===== config.mk =====
export PLATFORM = sky130hd
export DESIGN_NAME = dcache_controller
export DESIGN_NICKNAME = d
export VERILOG_FILES = /design/src/rtl/dcache_controller.sv
export SDC_FILE = /design/constraint.sdc
export NUM_CORES = 2
export LEC_CHECK = 0
export BUFFER_PORTS_ARGS = -buffer_cell sky130_fd_sc_hd__buf_2
export CORE_ASPECT_RATIO = 1.75
export CORE_UTILIZATION = 35
export DETAILED_ROUTE_END_ITERATION = 8
export PLACE_DENSITY = 0.58
export RECOVER_POWER = 25
export SLEW_MARGIN = 20
export SYNTH_ARGS = -nofsm -noshare
export SYNTH_HDL_FRONTEND = slang
export SYNTH_SLANG_ARGS = --single-unit

===== constraint.sdc =====
create_clock -name clk_i -period 4.51 [get_ports clk_i]
set_clock_uncertainty 0.05 [all_clocks]
set_input_delay 0.6765 -clock clk_i [delete_from_list [all_inputs] [get_ports clk_i]]
set_output_delay 0.6765 -clock clk_i [all_outputs]
set_load 0.02 [all_outputs]

===== src/rtl/dcache_controller.sv =====
// -----------------------------------------------------------------------------
// dcache_controller
//
// Sequencing controller for a direct-mapped, write-back data cache with
// one-word lines. It accepts one load/store at a time from the memory stage
// and latches the op and byte offset that steer the cache access unit. It
// owns the tag/valid/dirty state, drives the data-array port, and runs
// writeback and refill transactions on the memory bus. The core is stalled
// (core_ready_o low) until each access completes.
//
// Ports
//   clk_i, rst_i        clock; synchronous active-low reset
//   core_req_i          access request from the memory stage
//   core_addr_i         byte address of the access
//   core_op_i           op code (bit 3 set = valid load/store)
//   core_ready_o        request accepted when core_req_i & core_ready_o
//   core_valid_o        one-cycle pulse: load data valid on access unit output
//   au_op_o, au_align_o latched op / addr[1:0] for the access unit
//   au_we_i             byte enables returned by the access unit
//   darr_addr_o         data array index (synchronous 1-cycle read)
//   darr_we_o           data array byte write enables
//   darr_wsel_o         write data select: 0 core data, 1 mem_rdata
//   mem_req_o, mem_we_o memory bus request; 1 = writeback, 0 = refill read
//   mem_addr_o          word-aligned memory address
//   mem_ack_i           memory transaction complete
// -----------------------------------------------------------------------------
module dcache_controller #(
  parameter int INDEX_BITS = 6
) (
  input  logic                  clk_i,
  input  logic                  rst_i,
  input  logic                  core_req_i,
  input  logic [31:0]           core_addr_i,
  input  logic [3:0]            core_op_i,
  output logic                  core_ready_o,
  output logic                  core_valid_o,
  output logic [3:0]            au_op_o,
  output logic [1:0]            au_align_o,
  input  logic [3:0]            au_we_i,
  output logic [INDEX_BITS-1:0] darr_addr_o,
  output logic [3:0]            darr_we_o,
  output logic                  darr_wsel_o,
  output logic                  mem_req_o,
  output logic                  mem_we_o,
  output logic [31:0]           mem_addr_o,
  input  logic                  mem_ack_i
);

  localparam int LINES    = 1 << INDEX_BITS;
  localparam int TAG_BITS = 30 - INDEX_BITS;

  typedef enum logic [2:0] {
    S_IDLE,
    S_LOOKUP,
    S_WRITEBACK,
    S_REFILL,
    S_REPLAY
  } state_t;

  state_t state_reg, state_next;

  // Latched request
  logic [31:0] addr_reg;
  logic [3:0]  op_reg;

  // Line state
  logic [LINES-1:0]    valid_reg;
  logic [LINES-1:0]    dirty_reg;
  logic [TAG_BITS-1:0] tag_mem [LINES];
  logic [TAG_BITS-1:0] tag_rd_reg;

  // Decoded fields of the latched request
  logic [INDEX_BITS-1:0] idx;
  logic [TAG_BITS-1:0]   req_tag;
  logic                  is_store;
  logic                  hit;

  // Control strobes from the FSM
  logic accept;
  logic fill_en;
  logic mark_en;

  // Per-line decode of the fill / mark-dirty strobes
  logic [LINES-1:0] fill_sel;
  logic [LINES-1:0] mark_sel;

  assign idx      = addr_reg[INDEX_BITS+1:2];
  assign req_tag  = addr_reg[31:INDEX_BITS+2];
  assign is_store = (op_reg == 4'b1011) || (op_reg == 4'b1110) || (op_reg == 4'b1111);

  // The tag array is read with the same address and latency as the data
  // array, so tag_rd_reg always corresponds to the data read port. A refill
  // writes the tag at the ack edge; the REPLAY cycle re-reads it so the
  // following LOOKUP sees the new tag and is guaranteed to hit.
  assign hit = valid_reg[idx] && (tag_rd_reg == req_tag);

  assign au_op_o    = op_reg;
  assign au_align_o = addr_reg[1:0];

  // ---------------------------------------------------------------------------
  // State register and request latch
  // ---------------------------------------------------------------------------
  always_ff @(posedge clk_i) begin
    if (!rst_i) begin
      state_reg <= S_IDLE;
      addr_reg  <= '0;
      op_reg    <= '0;
    end else begin
      state_reg <= state_next;
      if (accept) begin
        addr_reg <= core_addr_i;
        op_reg   <= core_op_i;
      end
    end
  end

  // ---------------------------------------------------------------------------
  // Tag array: write on refill, registered read at the data-array address
  // ---------------------------------------------------------------------------
  always_ff @(posedge clk_i) begin
    if (fill_en) begin
      tag_mem[idx] <= req_tag;
    end
    tag_rd_reg <= tag_mem[darr_addr_o];
  end

  // ---------------------------------------------------------------------------
  // Valid / dirty bits (cleared by reset)
  // ---------------------------------------------------------------------------
  genvar gi;
  generate
    for (gi = 0; gi < LINES; gi++) begin : g_line
      assign fill_sel[gi] = fill_en && (idx == INDEX_BITS'(gi));
      assign mark_sel[gi] = mark_en && (idx == INDEX_BITS'(gi));
    end
  endgenerate

  always_ff @(posedge clk_i) begin
    if (!rst_i) begin
      valid_reg <= '0;
      dirty_reg <= '0;
    end else begin
      valid_reg <= valid_reg | fill_sel;
      dirty_reg <= (dirty_reg | mark_sel) & ~fill_sel;
    end
  end

  // ---------------------------------------------------------------------------
  // Next-state and output logic
  // ---------------------------------------------------------------------------
  always_comb begin
    state_next   = state_reg;
    accept       = 1'b0;
    fill_en      = 1'b0;
    mark_en      = 1'b0;
    core_ready_o = 1'b0;
    core_valid_o = 1'b0;
    darr_addr_o  = idx;
    darr_we_o    = 4'b0000;
    darr_wsel_o  = 1'b0;
    mem_req_o    = 1'b0;
    mem_we_o     = 1'b0;
    mem_addr_o   = 32'h0;

    case (state_reg)
      S_IDLE: begin
        core_ready_o = 1'b1;
        // Start the array reads with the incoming address so the line
        // is already on the read ports during LOOKUP.
        darr_addr_o  = core_addr_i[INDEX_BITS+1:2];
        if (core_req_i && core_op_i[3]) begin
          accept     = 1'b1;
          state_next = S_LOOKUP;
        end
      end

      S_LOOKUP: begin
        if (hit) begin
          if (is_store) begin
            darr_we_o = au_we_i;
            mark_en   = 1'b1;
          end else begin
            core_valid_o = 1'b1;
          end
          state_next = S_IDLE;
        end else if (valid_reg[idx] && dirty_reg[idx]) begin
          state_next = S_WRITEBACK;
        end else begin
          state_next = S_REFILL;
        end
      end

      S_WRITEBACK: begin
        // Victim address uses the stored tag; write data comes straight
        // from the data array read port, which holds this line.
        mem_req_o  = 1'b1;
        mem_we_o   = 1'b1;
        mem_addr_o = {tag_rd_reg, idx, 2'b00};
        if (mem_ack_i) begin
          state_next = S_REFILL;
        end
      end

      S_REFILL: begin
        mem_req_o  = 1'b1;
        mem_addr_o = {req_tag, idx, 2'b00};
        if (mem_ack_i) begin
          darr_we_o   = 4'b1111;
          darr_wsel_o = 1'b1;
          fill_en     = 1'b1;
          state_next  = S_REPLAY;
        end
      end

      S_REPLAY: begin
        state_next = S_LOOKUP;
      end

      default: begin
        state_next = S_IDLE;
      end
    endcase
  end

endmodule


# Yosys cells after proc, flatten, opt, wreduce, memory -nomap -nowiden
# Memory sizes are Yosys's and may differ from the RTL's. A register that Yosys moved wholly into a read port is not among the register bits.
# Cells that the tools add are included.
word_totals:
  ff_bits: 167
  latchBits: 0
  ramBits: 1536
  romBits: 0
  input_bits: 44
  elab_cells: 253
  n_memories: 1
op_classes:
  n_addsub: 0
  multipliers: 0
  n_div: 0
  magnitude_cmp: 1
  n_eq_ne: 74
  shift: 0
  n_mux: 31
  bitwise: 4
  reduce_logical: 137
memory_table:
  columns: ["memory", "depth", "width", "read_ports", "rd_clocked_by_memory_dff", "wr", "line_no", "rtl"]
  rows:
  - ["tag_mem", 64, 24, 1, 1, 1, "69", "logic [TAG_BITS-1:0] tag_mem [LINES];"]
ops:
  columns: ["cell", "n"]
  rows:
  - ["equality test 6 bit, second input constant", 32]
  - ["logical AND 1 bit", 131]
  - ["OR 64 bit", 2]
  - ["equality test 6 x 5 -> 1 bit, second input constant", 16]
  - ["AND 64 bit", 1]
  - ["inverter 64 bit", 1]
  - ["one-hot mux 32 bit (2 select lines)", 1]
  - ["equality test 6 x 4 -> 1 bit, second input constant", 8]
  - ["equality test 24 bit", 1]
  - ["equality test 6 x 3 -> 1 bit, second input constant", 4]
  - ["two-way mux 1 bit", 18]
  - ["one-hot mux 3 bit (5 select lines)", 1]
  - ["binary-select mux 1 bit (select 6 bit)", 2]
  - ["equality test 4 bit, second input constant", 3]
  - ["equality test 6 x 2 -> 1 bit, second input constant", 2]
  - ["two-way mux 4 bit", 3]
  - ["two-way mux 3 bit", 3]
  - ["one-hot mux 4 bit (2 select lines)", 1]
  - ["< comparator 6 x 7 -> 1 bit, second input constant", 1]
  - ["equality test 3 x 2 -> 1 bit, second input constant", 2]
  - ["equality test 6 x 1 -> 1 bit, second input constant", 1]
  - ["zero test 6 bit", 1]
  - ["two-way mux 6 bit", 1]
  - ["!= test 2 bit, second input constant", 3]
  - ["7 further kinds", 8]

# Depth between registers and ports, before layout
depth:
  ltp_word: 9
  ltp_mapped: 15
  depth_no_buf: 8

# Worst setup path before layout
# OpenSTA, ideal clock, no wires.
synth_timing:
  path_kind: "flip-flop to output port"
  from: "register addr_reg[19]"
  to: "output darr_we_o[0]"
  t_arrival_ns: 2.629
  required_ns: 3.783
  path_slack_ns: 1.154
  stages_incl_launch_ff: 8
  n_path_buf: 0
  cell_sequence: "dfxtp_1 xnor2_1 nand4_1 nor4_1 nand3_1 a21oi_1 nand2_1 o21ai_0"
synth_between:
  elab_chain_cells: 4
synth_rtl:
  columns: ["item", "line_no", "rtl"]
  rows:
  - ["start: declaration", "63", "logic [31:0] addr_reg;"]
  - ["start signal: assignment", "111", "addr_reg <= core_addr_i;"]
  - ["equality test 24 bit", "95", "assign hit = valid_reg[idx] && (tag_rd_reg == req_tag);"]
  - ["logical AND 1 bit", "95", null]
  - ["two-way mux 4 bit", "178", "if (hit) begin"]
  - ["one-hot mux 4 bit (2 select lines)", "165", "case (state_reg)"]
  - ["end: declaration", "41", "output logic [3:0] darr_we_o,"]
# Every way passes these cells.

# Worst setup path in the final report
layout_timing:
  from: "register tag_rd_reg[14], read port of tag_mem"
  to: "output darr_we_o[2]"
layout_between:
  elab_chain_cells: 4
layout_rtl:
  columns: ["item", "line_no", "rtl"]
  rows:
  - ["start: declaration", "70", "logic [TAG_BITS-1:0] tag_rd_reg;"]
  - ["equality test 24 bit", "95", null]
  - ["logical AND 1 bit", "95", null]
  - ["two-way mux 4 bit", "178", null]
  - ["one-hot mux 4 bit (2 select lines)", "165", null]
# Every way passes these cells.

==> results.md <==
- Critical path peak fanout: 6
- CTS max path bufs: 4
- Synthesized instance count: ~4,900
- Clk slew on worst S/H paths: 0.07 ns
- TritonCTS clock tree: built
- Max-slew violation count: 833
- Critical-path cell list: xnor2_1 -> nand4_1 -> nor4_1 -> nand3_1 -> a21oi_1 -> nand2_1 -> o21ai_0 -> buf_2
- Cell count along the critical path: 8
- Int Pwr: 27,300 uW
- Clk sink count: 1,727
- Root Buffer: clkbuf_16
- Storage element area: about 0.05 mm2
- Largest register FFs: 1,536
- CP Data Required Time: between 3 and 4 ns
- Fin. Hold Viols: 0
- Largest net degree at the start of global routing: 113
- Total wire length: 231,000 um
- Die area: 0.197 mm2
- Core Util, Final: approximately 40%
- HPWL Detailed: 143,000 um
- Maximum vdd drop: 0.000328 V
- Chip width: 336 um
- YS warnings: 0
- FF+latch count, synth: 1,727
- Synthesized area per cell: 14.0 um2
- WS Path Type: reg -> out
- Synth Area in Simple Gates: around a tenth
- Sw Ratio: 29.3%
- GRT Overall Usage: 22.9%
- Fin crit share: 101%
- Worst setup path end: darr_we_o[2]
- RSZ-0062 raised after global routing: false
- Post-Synth Adder-Cell Area: 0%
- IO Pins: 97
- Hold Crit Class: in -> reg
- H-tree levels: 4
- FMAX: around 220 MHz
- Buffers added on ports: 94
- Worst flop-to-flop path endpoint: tag_rd_reg[12]
- Vias in the first global route: 42,400
- Slew margin rel.: -144%
- Sum Neg Setup Slack: -0.201 ns
- Endpoints failing setup: 4
- Total global routing overflow: 0
- Layout cell share with drive strength beyond 1: 14.6%
- Placed insts: 7,458
- EDFF count, synth: between 1,500 and 2,000
- Non-filler instance count after layout: 7,756
- WL per Instance: 29.8 um
- TritonCTS Buffers: 160
- P_leak: ~0.026 uW
- Core Rows: 214
- Sequential-to-total area share from yosys stat: ~73%
- Routed Antenna Nets: 0
- Async SR Flop Fraction: 0%
- Fillers: 17,800
- Clock Power Share: 35.4%
- Combinational share of power: 18.0%
- Clk_lat worst skew: 0.83 ns
- Status: finished with violations
- R2r worst-path depth: 10
- Yosys cell types: 55
- Chip Height: 587 um
- CP endpoint kind: output pin
- Via Count: 44,000
- Via/cell ratio: 5.67
- Sequential power share: 46.5%
- DRC violations left: 0
- Total net switching power: 11,300 uW
- Max-cap viol count: 14
- DRT Pass-1 Iters: 6
- Post-synthesis compound-gate area fraction: 10.1%
- Multi-input gate area: around 0.017 mm2
- Slew at the pin with the worst max-slew slack: 3.66 ns
- Reg2reg start: state_reg[2]
- Worst path arrival time: ~3.8 ns
- Slowest-stage cell, CP: dfxtp_1
- Failing checks: max-capacitance violations, max-slew violations, negative setup slack
- Reg2Reg Setup Slack: 0.34 ns
- Largest stage delay on the critical path: 0.73 ns
- Tmin final: 4.57 ns
- Prevailing post-synth register cell: edfxtp_1
- Mux share of post-synthesis cell area: 4.35%
- Final-stage net count: 5,073
- Buffer and inverter count on the worst path: 1
- Placer Congestion: 0.973
- Post-Syn Area: 0.0684 mm2
- Starting Density: 35.2%
- Initial drt markers: 4,992
- Setup crit start kind: register
- First-pass GRT wire length: 320,000 um
- CP startpoint: tag_rd_reg[14]
- Largest family of logic cells by synthesized area: compound AO/OA/AOI/OAI gates
- Initial antenna violation count: 18
- Xor/xnor share of the synthesized area: less than 1%
- Top delay family on crit path: simple AND/OR/NAND/NOR gates
- Pre-CTS WS: 0.337 ns
- Core area: 0.194 mm2
- Pwr dens: 494 mW/mm2
- Syn-to-layout area delta: 14.5%
- Worst Setup Slack, final: -0.0593 ns
-- synthesized netlist by cell type (17+ instances only) --
cell / number / area share, %
a211oi_1: 154 / 1.7
a211oi_2: 40 / 0.73
a21boi_0: 35 / 0.38
a21oi_1: 199 / 1.5
a222oi_1: 48 / 0.70
a311oi_1: 96 / 1.2
a31oi_1: 193 / 1.8
a32oi_1: 48 / 0.61
and3_1: 194 / 1.8
buf_1: 28 / 0.15
buf_2: 97 / 0.71
buf_6: 19 / 0.31
clkbuf_1: 209 / 1.1
dfxtp_1: 191 / 5.6
edfxtp_1: 1536 / 67
mux2i_1: 224 / 3.3
mux4_2: 32 / 1.1
nand2_1: 1046 / 5.7
nand3_1: 110 / 0.80
nor2_1: 109 / 0.60
o21a_1: 65 / 0.71
o22ai_1: 64 / 0.59
or4_1: 24 / 0.26
xnor2_1: 17 / 0.22
-- per-layer routing --
metal  vias to the layer above  part of all wire (%)  global-route usage (%)
met5                         -                 0.022                       0
met2                      2067                    48                    37.4
met1                     22500                    36                    26.8
met3                       466                   8.1                    4.34
li1                      18900                     -                       -
met4                         8                   8.2                    16.6
-- worst min path at each step --
stage | slack, ns | depth (start not counted) | end | start
after detailed placement | 0.40 | 1 | valid_reg[43] | valid_reg[43]
after global placement | 0.39 | 1 | valid_reg[11] | valid_reg[11]
after CTS | 0.05 | 3 | addr_reg[0] | core_addr_i[0]
after floorplan | 0.39 | 1 | valid_reg[10] | valid_reg[10]
final | 0.08 | 3 | addr_reg[10] | core_addr_i[10]
after global routing | 0.08 | 3 | addr_reg[0] | core_addr_i[0]
-- stage by stage --
stage | area [um2] | power [uW] | hold slack, ns
after floorplan | 68400 | 21800 | 0.385
after global placement | 73100 | 25100 | 0.391
after detailed placement | 73200 | 25200 | 0.398
after CTS | 78300 | 38700 | 0.0471
after global routing | 78300 | 39600 | 0.0784
final | 78300 | 38700 | 0.0754
-- cell families (layout without fill, tap and decap cells) --
family | after synthesis | in the layout
AOI/OAI and AO/OA | 967 | 967
xor gates and xnor gates | 25 | 25
buffers and inverters | 379 | 640
DFF | 1727 | 1727
muxes | 257 | 257
other | 1 | 19
and+or+nand+nor | 1529 | 1529
-- placed cells by master (no fill, tap or decap), drive strengths merged, types with 9 or more instances in the layout --
cell type	count
bufinv	16
clkbuf	214
edfxtp	1536
a32oi	48
and2	9
buf	333
a311oi	96
a22oi	10
o21ai	9
a222oi	48
o21a	65
diode	17
clkinv	48
mux4	32
inv	21
a21oi	199
a31oi	193
a211oi	194
xnor2	17
dfxtp	191
o22ai	64
nand3	110
nand2	1046
mux2i	224
and3	194
or4	24
nor2	110
a21boi	35
-- final cells by class --
cell class / count / share of cell area [%]
Sequential cell: 1727 / 63.8
Multi-Input combinational cell: 2780 / 21.9
Clock buffer: 200 / 5.53
Tap cell: 2592 / 4.14
Timing Repair Buffer: 347 / 3.46
Clock inverter: 80 / 1.05
Inverter: 13 / 0.0927
Antenna cell: 17 / 0.0543
-- power by group through the flow --
stage          sequential [uW]  clock (uW)  combinational [uW]
2_1_floorplan            18200           0                3640
4_1_cts                  17900       13800                6910
5_1_grt                  18000       14400                7260
6_report                 18000       13700                6980
3_5_place_dp             18300           0                6890
3_3_place_gp             18300           0                6850
-- worst reg2reg max path: stages (launching register included) --
cell and delay, ns:
dfxtp_1 0.40, o31ai_4 0.50, and2_4 0.38, buf_12 0.28
buf_12 0.32, buf_4 0.47, mux2i_1 0.25, a222oi_1 0.11
nand2_1 0.55, a21oi_1 0.24, or4_1 0.50
-- what timing repair did --
item	CTS	global route
setup buffers	0	0
hold buffers	0	0
setup endpoints to repair	4	4
gates resized for setup	1	2
Power figures use the tool's default switching activity.
